`src/rtl/fifo_pkg.sv`:
```
// Shared sizing helpers and default geometry for the parametrised FIFO.
// Contents: default width/depth constants shared with the UART top, pointer
// and count width helpers, and a power-of-two check used at elaboration.
package fifo_pkg;

  localparam int unsigned DEFAULT_DATA_WIDTH = 8;
  localparam int unsigned DEFAULT_DEPTH      = 16;

  // Pointer width: log2 of the depth (at least one bit).
  function automatic int unsigned ptr_width(input int unsigned depth);
    return (depth > 1) ? $clog2(depth) : 1;
  endfunction

  // Count width: one extra bit so the value DEPTH itself is representable.
  function automatic int unsigned cnt_width(input int unsigned depth);
    return ptr_width(depth) + 1;
  endfunction

  function automatic bit is_pow2(input int unsigned v);
    return (v != 0) && ((v & (v - 1)) == 0);
  endfunction

endpackage

```
`src/rtl/fifo_mem_2p.sv`:
```
// Two-port FIFO storage: DEPTH x DATA_WIDTH array, one synchronous write port
// and one registered read port. On an address collision the read returns the
// old contents (read-before-write). The read register resets to zero and holds
// its value while re is low; the array itself is not reset.
// Ports: clk, rst (async, active-high), we/waddr/wdata, re/raddr, rdata.
module fifo_mem_2p
  import fifo_pkg::*;
#(
  parameter int unsigned DATA_WIDTH = DEFAULT_DATA_WIDTH,
  parameter int unsigned DEPTH      = DEFAULT_DEPTH,
  localparam int unsigned ADDR_W    = ptr_width(DEPTH)
) (
  input  logic                  clk,
  input  logic                  rst,
  input  logic                  we,
  input  logic [ADDR_W-1:0]     waddr,
  input  logic [DATA_WIDTH-1:0] wdata,
  input  logic                  re,
  input  logic [ADDR_W-1:0]     raddr,
  output logic [DATA_WIDTH-1:0] rdata
);

  logic [DATA_WIDTH-1:0] mem_q [DEPTH];
  logic [DATA_WIDTH-1:0] rdata_q, rdata_d;

  // Read data only changes when a read is issued.
  always_comb begin
    rdata_d = rdata_q;
    if (re) rdata_d = mem_q[raddr];
  end

  // Storage array; both ports sample on the same edge, so a colliding read
  // sees the pre-write contents.
  always_ff @(posedge clk) begin
    if (we) mem_q[waddr] <= wdata;
  end

  always_ff @(posedge clk or posedge rst) begin
    if (rst) rdata_q <= '0;
    else     rdata_q <= rdata_d;
  end

  assign rdata = rdata_q;

endmodule

```
`src/rtl/fifo_param.sv`:
```
// Parametrised synchronous FIFO with occupancy count, almost-full/empty
// thresholds, read-data valid strobe, synchronous flush and overflow/underflow
// error pulses. Storage lives in fifo_mem_2p; this level owns pointers, count,
// flags and error logic.
// Ports: Clock, Reset (async, active-high), Clear (sync flush), Write/Din,
// Read, Dout/Dout_Valid, Full, Empty, Almost_Full, Almost_Empty, Count,
// Overflow, Underflow.
module fifo_param
  import fifo_pkg::*;
#(
  parameter int unsigned DATA_WIDTH      = DEFAULT_DATA_WIDTH,
  parameter int unsigned DEPTH           = DEFAULT_DEPTH,
  parameter int unsigned ALMOST_FULL_TH  = 12,
  parameter int unsigned ALMOST_EMPTY_TH = 4,
  localparam int unsigned PTR_W          = ptr_width(DEPTH),
  localparam int unsigned CNT_W          = cnt_width(DEPTH)
) (
  input  logic                  Clock,
  input  logic                  Reset,
  input  logic                  Clear,
  input  logic                  Write,
  input  logic [DATA_WIDTH-1:0] Din,
  input  logic                  Read,
  output logic [DATA_WIDTH-1:0] Dout,
  output logic                  Dout_Valid,
  output logic                  Full,
  output logic                  Empty,
  output logic                  Almost_Full,
  output logic                  Almost_Empty,
  output logic [CNT_W-1:0]      Count,
  output logic                  Overflow,
  output logic                  Underflow
);

  // Elaboration-time parameter checks.
  if (DATA_WIDTH < 1) begin : g_bad_width
    $fatal(1, "fifo_param: DATA_WIDTH must be >= 1");
  end
  if (!is_pow2(DEPTH) || DEPTH < 2) begin : g_bad_depth
    $fatal(1, "fifo_param: DEPTH must be a power of two >= 2");
  end
  if (ALMOST_FULL_TH < 1 || ALMOST_FULL_TH > DEPTH) begin : g_bad_af
    $fatal(1, "fifo_param: ALMOST_FULL_TH out of range 1..DEPTH");
  end
  if (ALMOST_EMPTY_TH >= DEPTH) begin : g_bad_ae
    $fatal(1, "fifo_param: ALMOST_EMPTY_TH out of range 0..DEPTH-1");
  end

  logic [PTR_W-1:0] wr_ptr_q, wr_ptr_d;
  logic [PTR_W-1:0] rd_ptr_q, rd_ptr_d;
  logic [CNT_W-1:0] count_q, count_d;
  logic             dout_valid_q, dout_valid_d;
  logic             overflow_q, overflow_d;
  logic             underflow_q, underflow_d;

  logic rd_ok, wr_ok, mem_we, mem_re;

  // Flags derive from the registered count only.
  assign Full         = (count_q == CNT_W'(DEPTH));
  assign Empty        = (count_q == '0);
  assign Almost_Full  = (count_q >= CNT_W'(ALMOST_FULL_TH));
  assign Almost_Empty = (count_q <= CNT_W'(ALMOST_EMPTY_TH));

  // A write into a full FIFO is legal only alongside an accepted read.
  assign rd_ok  = Read & ~Empty;
  assign wr_ok  = Write & (~Full | rd_ok);
  assign mem_we = wr_ok & ~Clear;
  assign mem_re = rd_ok & ~Clear;

  // Next-state: Clear overrides everything and suppresses error pulses.
  always_comb begin
    wr_ptr_d     = wr_ptr_q;
    rd_ptr_d     = rd_ptr_q;
    count_d      = count_q;
    dout_valid_d = 1'b0;
    overflow_d   = 1'b0;
    underflow_d  = 1'b0;
    if (Clear) begin
      wr_ptr_d = '0;
      rd_ptr_d = '0;
      count_d  = '0;
    end else begin
      if (wr_ok) wr_ptr_d = wr_ptr_q + PTR_W'(1);
      if (rd_ok) rd_ptr_d = rd_ptr_q + PTR_W'(1);
      if (wr_ok && !rd_ok)      count_d = count_q + CNT_W'(1);
      else if (rd_ok && !wr_ok) count_d = count_q - CNT_W'(1);
      dout_valid_d = rd_ok;
      overflow_d   = Write & ~wr_ok;
      underflow_d  = Read & ~rd_ok;
    end
  end

  always_ff @(posedge Clock or posedge Reset) begin
    if (Reset) begin
      wr_ptr_q     <= '0;
      rd_ptr_q     <= '0;
      count_q      <= '0;
      dout_valid_q <= 1'b0;
      overflow_q   <= 1'b0;
      underflow_q  <= 1'b0;
    end else begin
      wr_ptr_q     <= wr_ptr_d;
      rd_ptr_q     <= rd_ptr_d;
      count_q      <= count_d;
      dout_valid_q <= dout_valid_d;
      overflow_q   <= overflow_d;
      underflow_q  <= underflow_d;
    end
  end

  fifo_mem_2p #(
    .DATA_WIDTH(DATA_WIDTH),
    .DEPTH     (DEPTH)
  ) u_mem (
    .clk  (Clock),
    .rst  (Reset),
    .we   (mem_we),
    .waddr(wr_ptr_q),
    .wdata(Din),
    .re   (mem_re),
    .raddr(rd_ptr_q),
    .rdata(Dout)
  );

  assign Count      = count_q;
  assign Dout_Valid = dout_valid_q;
  assign Overflow   = overflow_q;
  assign Underflow  = underflow_q;

endmodule
```
`config.mk`:
```
export PLATFORM = sky130hd
export DESIGN_NAME = fifo_param
export DESIGN_NICKNAME = d
export VERILOG_FILES = /design/src/rtl/fifo_pkg.sv /design/src/rtl/fifo_mem_2p.sv /design/src/rtl/fifo_param.sv
export SDC_FILE = /design/constraint.sdc
export NUM_CORES = 1
export LEC_CHECK = 0
export CORE_ASPECT_RATIO = 1.25
export CORE_MARGIN = 2
export CORE_UTILIZATION = 50
export DETAILED_ROUTE_END_ITERATION = 16
export PLACE_DENSITY = 0.69
export SLEW_MARGIN = 20
export SYNTH_ARGS = -nofsm -noshare
export SYNTH_HDL_FRONTEND = slang
export SYNTH_HIERARCHICAL = 1
export SYNTH_SLANG_ARGS = --single-unit
```
`constraint.sdc`:
```
create_clock -name Clock -period 2.9 [get_ports Clock]
set_clock_uncertainty 0.05 [all_clocks]
set_input_delay 0.58 -clock Clock [delete_from_list [all_inputs] [get_ports Clock]]
set_output_delay 0.58 -clock Clock [all_outputs]
set_load 0.01 [all_outputs]
```
# Yosys cells after proc, flatten, opt, wreduce, memory -nomap -nowiden
# Memory sizes are Yosys's and may differ from the RTL's. A register that Yosys moved wholly into a read port is not among the register bits.
# Cells that the tools add are included.
op_classes:
  n_addsub: 4
  order_cmp: 2
  n_eq_ne: 1
  muxes: 12
  bitwise_logic: 12
  reduce_logical: 8
ops:
  columns: ["cell", "n"]
  rows:
  - ["$mux W4", 4]
  - ["$mux W5", 3]
  - ["$add A4 B1 Y4 const B", 2]
  - ["$and A1 B1 Y1", 6]
  - ["$add A5 B1 Y5 const B", 1]
  - ["$eq A5 B5 Y1 const B", 1]
  - ["$ge A5 B4 Y1 const B", 1]
  - ["$le A5 B3 Y1 const B", 1]
  - ["$logic_not A5 Y1", 1]
  - ["$mux W1", 5]
  - ["$not A1 Y1", 5]
  - ["$sub A5 B1 Y5 const B", 1]
  - ["$reduce_bool A2 Y1", 2]
  - ["$reduce_bool A3 Y1", 1]
  - ["$logic_and A1 B1 Y1", 2]
  - ["$logic_not A1 Y1", 2]
  - ["$or A1 B1 Y1", 1]
word_totals:
  ff_bits: 16
  ram_bits: 128
  inputBits: 13
  output_inout_bits: 20
  wordCells: 46
  mem_count: 1
mem_list:
  columns: ["memory", "words", "word_bits", "read_ports", "rd_clocked_by_memory_dff", "write_ports", "line_no", "rtl"]
  rows:
  - ["u_mem.mem_q", 16, 8, 1, 1, 1, "fifo_mem_2p.sv:23", "logic [DATA_WIDTH-1:0] mem_q [DEPTH];"]

# Depth between registers and ports, before layout
depth:
  word_depth: 10
  mapped_depth: 8
  ltp_nobuf: 8

# Cells and area by module
# The synthesis kept the hierarchy.
by_module_without_submodules:
  columns: ["module", "instances", "cells_each", "area_each_um2", "seq_area_each_um2"]
  rows:
  - ["fifo_mem_2p", 1, 241, 5335.1, 4043.9]
  - ["fifo_param", 1, 99, 1007.2, 400.4]

# Least setup slack after synthesis
# Ideal clock, no wire load.
synth_path:
  path_kind: "input to register"
  startpoint: "in Clear"
  endpoint: "mem u_mem/mem_q[0][0] (netlist bit), enable pin"
  setup_ns: 0.383
  arrival_ns: 2.337
  t_required_ns: 2.467
  slack_ns: 0.129
  path_stages: 5
  path_buffers: 2
  path_cell_list: "buf_4 -> dlygate4sd1_1 -> nor2_1 -> or3b_2 -> nor3_1"
synth_via:
  elab_chain_len: 4
synth_lines:
  columns: ["element", "line_no", "rtl"]
  rows:
  - ["from (decl)", "fifo_param.sv:20", "input logic Clear,"]
  - ["$not A1 Y1", "fifo_param.sv:67", "assign mem_we = wr_ok & ~Clear;"]
  - ["$and A1 B1 Y1", "fifo_param.sv:67", null]
  - ["via mem_we", "fifo_param.sv:56", "logic rd_ok, wr_ok, mem_we, mem_re;"]
  - ["$mux W1", "fifo_mem_2p.sv:35", "if (we) mem_q[waddr] <= wdata;"]
  - ["$mux W1 (not written as such)", "fifo_mem_2p.sv:35", null]
  - ["to (decl)", "fifo_mem_2p.sv:23", null]
# The timed path passes the listed nets, and every way through them passes these cells.

# Worst setup path in the final report
layout_path:
  startpoint: "reg count_q[3], in the netlist Count[3]"
  endpoint: "out Empty"
layout_via:
  elab_chain_len: 1
layout_lines:
  columns: ["element", "line_no", "rtl"]
  rows:
  - ["from (decl)", "fifo_param.sv:51", "logic [CNT_W-1:0] count_q, count_d;"]
  - ["from (signal assigned)", "fifo_param.sv:104", "count_q <= count_d;"]
  - ["$logic_not A5 Y1", "fifo_param.sv:60", "assign Empty = (count_q == '0);"]
  - ["to (decl)", "fifo_param.sv:27", "output logic Empty,"]
# No other way between the ends.

==> results_dict.tcl <==
set metrics [dict create \
    outcome "complete, no violations" \
    viasPerCell 5.72 \
    core.rowCount 46 \
    dp_hpwl_um 8240 \
    cts_buffer_depth 2 \
    synthCells 340 \
    diodes 0 \
    grt_pass1_vias 3580 \
    dieArea_sq_um 13600 \
    drive_gt1_share_pct 24.4 \
    critical_path_arrival_ps 2140 \
    layout_min_cycle_time_ps 2770 \
    cp_top_family "simple AND/OR/NAND/NOR gates" \
    period_share_pct 95.5 \
    synth_fp_nets 360 \
    die_x_um 105 \
    finalSetupViolations 0 \
    crit_type "reg2out" \
    synth.avg_cell_area_sq_um 18.7 \
    clk_latency_ps 410 \
    antenna_found_initial 0 \
    cp_max_fo 7 \
    synth.yosys.warnings 6 \
    irDropWorstVdd_v 0.000581 \
    initial_utilization_pct 50.5 \
    rsz0062_at_grt "false" \
    drt_iter0_markers 146 \
    fin_setup_tns_ps 0 \
    path_buf_inv 1 \
    seq_area_frac_synth_pct 70.1 \
    crit_chain "or4_4 -> nor2_1 -> clkdlybuf4s50_1" \
    fp.coreArea_sq_um 12500 \
    cts-buffers-inserted 17 \
    hold_viol_final 0 \
    dominantRegCellSynth "edfxtp_1" \
    async_flop_share_pct 15.8 \
    utilization_pct 60.4 \
    fillers 959 \
    ys_top_cells_by_area "edfxtp_1 61%, dfrtp_1 9.5%, mux4_2 9.2%, mux4_1 2.5%, nor2_1 2.0%" \
    min-delay-path-class "in2async" \
    via_count 3351 \
    clock_sinks 152 \
    gp_congestion 0.836 \
    max_cap_violations 0 \
    ys_types 49 \
    drcViolationCount 0 \
    max_stage_delay_ps 600 \
    htreeDepth 4 \
    ys_seq_elements 152 \
    finalWirelength_um 12700 \
    ant_nets 0 \
    synth_area_sq_um 6340 \
    cts_tree "done" \
    wl_per_cell_um 21.7 \
    grt_max_degree 33 \
    relSlewSlack_pct 42.5 \
    hold_buffers 0 \
    synth_top_area_share_pct 60.6 \
    die_y_um 130 \
    grt_use_total_pct 20.1 \
    crit_path_top_delay_cell "or4_4" \
    tightestPinTransition_ps 859 \
    io_buffer_count 32 \
    syn_to_final_growth_pct 19.6 \
    multiInputGateArea_sq_um 1730 \
    cp-end-kind "primary output" \
    grt_pass1_wl_um 19900 \
    synth_edf_count 128 \
    cts-root-buf "clkbuf_16" \
    powerDensity_nw_per_um2 837 \
    slew_violations 0 \
    first_pass_iters 6 \
    max_freq_ghz 0.361 \
    p_leak_nw 2.59 \
    cp-start-kind "register" \
    io_pins 33 \
    grt.overflow.total 0 \
    clk_pin_slew_ps 60 \
    yosys.area.top_type "edfxtp_1" \
    fin_nets 425 \
    crit_required_ps 2270 \
    final-seq-area_sq_um 4450 \
]
-- worst paths after layout --
| kind | depth (start not counted) | to | startpoint | slack (ps) |
|---|---|---|---|---|
| worst max-delay path | 3 | Empty | Count[3]$_DFFE_PP0P_ | 130 |
| worst min-delay path | 2 | u_mem/rdata[0]$_DFFE_PP0P_ | Reset | 460 |
| worst max register to register | 8 | Count[4]$_DFFE_PP0P_ | Count[0]$_DFFE_PP0P_ | 280 |
| worst min register to register | 2 | u_mem/rdata[4]$_DFFE_PP0P_ | u_mem/rdata[4]$_DFFE_PP0P_ | 530 |
| max in group asynchronous | 2 | Count[1]$_DFFE_PP0P_ | Reset | 1800 |
| min in group Clock | 2 | u_mem/rdata[4]$_DFFE_PP0P_ | u_mem/rdata[4]$_DFFE_PP0P_ | 530 |
-- per-layer routing --
| metal | GRT usage, % | vias to the layer above | part of all wire [%] |
|---|---|---|---|
| li1 | - | 1502 | - |
| met1 | 23.6 | 1739 | 40 |
| met2 | 35.6 | 96 | 53 |
| met3 | 4.85 | 14 | 4.6 |
| met4 | 8.71 | 0 | 1.9 |
| met5 | 0 | - | 0 |
-- power breakdown --
group	internal, W	switching (W)	leakage, nW
clock network	0.00140	0.000789	0.297
logic	0.000774	0.000748	0.837
registers	0.00250	0.000131	1.45
total	0.00468	0.00167	2.59
-- cell families (layout without fill, tap and decap cells) --
logic type,count (synthesis),in the layout,share of synthesized area [%]
AOI/OAI and AO/OA,38,38,5.35
xor gates and xnor gates,7,7,0.967
adders and majority gates,7,7,1.50
buffers and inverters,22,100,2.76
DFF,152,152,70.1
muxes,44,44,13.6
and+or+nand+nor,70,70,5.72
-- sequential cells by signal (all words and copies together) (netlist names) --
| name | count |
|---|---|
| wr_ptr_q | 4 |
| Dout_Valid | 1 |
| u_mem/mem_q | 128 |
| Underflow | 1 |
| Overflow | 1 |
| u_mem/rdata | 8 |
| rd_ptr_q | 4 |
| Count | 5 |
-- synth_stat cells (5+ instances only) --
cell	instances
edfxtp_1	128
nor2_1	33
mux4_2	26
dfrtp_1	24
mux2i_1	11
a221oi_2	8
nor3_1	7
o22ai_1	7
buf_6	6
ha_1	6
mux4_1	6
a21oi_1	5
nand2b_1	5
-- worst reg2reg max path: cells and delay by family, from the launching register on --
| family | cells | cell delay [ps] |
|---|---|---|
| DFF | 1 | 500 |
| buffers and inverters | 1 | 120 |
| muxes | 1 | 400 |
| AOI/OAI and AO/OA | 4 | 690 |
| adders and majority gates | 1 | 270 |
| and+or+nand+nor | 1 | 470 |
-- per-stage QoR --
| step | worst slack (ps) | instances | area (sq um) | power, W | hold slack [ps] |
|---|---|---|---|---|---|
| floorplan | 129 | 340 | 6340 | 0.00366 | 346 |
| global placement | 84.1 | 552 | 6950 | 0.00413 | 515 |
| detailed placement | 17.5 | 552 | 6950 | 0.00416 | 507 |
| CTS | 3.15 | 584 | 7570 | 0.00636 | 461 |
| global route | 54.6 | 586 | 7580 | 0.00662 | 492 |
| finish | 132 | 586 | 7580 | 0.00634 | 464 |
-- placed cells by master, fill, tap and decap left out, types with 5 or more instances in the layout --
cell and n:
o22ai_1 7, mux2i_1 11, a21oi_1 5, dfrtp_1 23, nor3_1 7, mux4_1 6, a221oi_2 8, ha_1 6
clkbuf_16 20, edfxtp_1 128, buf_4 31, clkdlybuf4s50_1 32, nor2_1 33, nand2b_1 5, mux4_2 26
-- layout make-up --
type / count / share of cell area, %
Tap cell: 168 / 2.77
Inverter: 4 / 0.198
Sequential cell: 152 / 58.6
Timing Repair Buffer: 64 / 7.56
Clock buffer: 27 / 7.34
Multi-Input combinational cell: 166 / 22.8
Clock inverter: 5 / 0.726
-- timing repair --
| action | CTS | global route |
|---|---|---|
| cloned | 0 | 0 |
| gates resized for setup | 1 | 1 |
| pin swaps | 0 | 1 |
| endpoints found under the setup margin | 2 | 2 |
| buffers inserted | 0 | 2 |
Power figures use the tool's default switching activity.
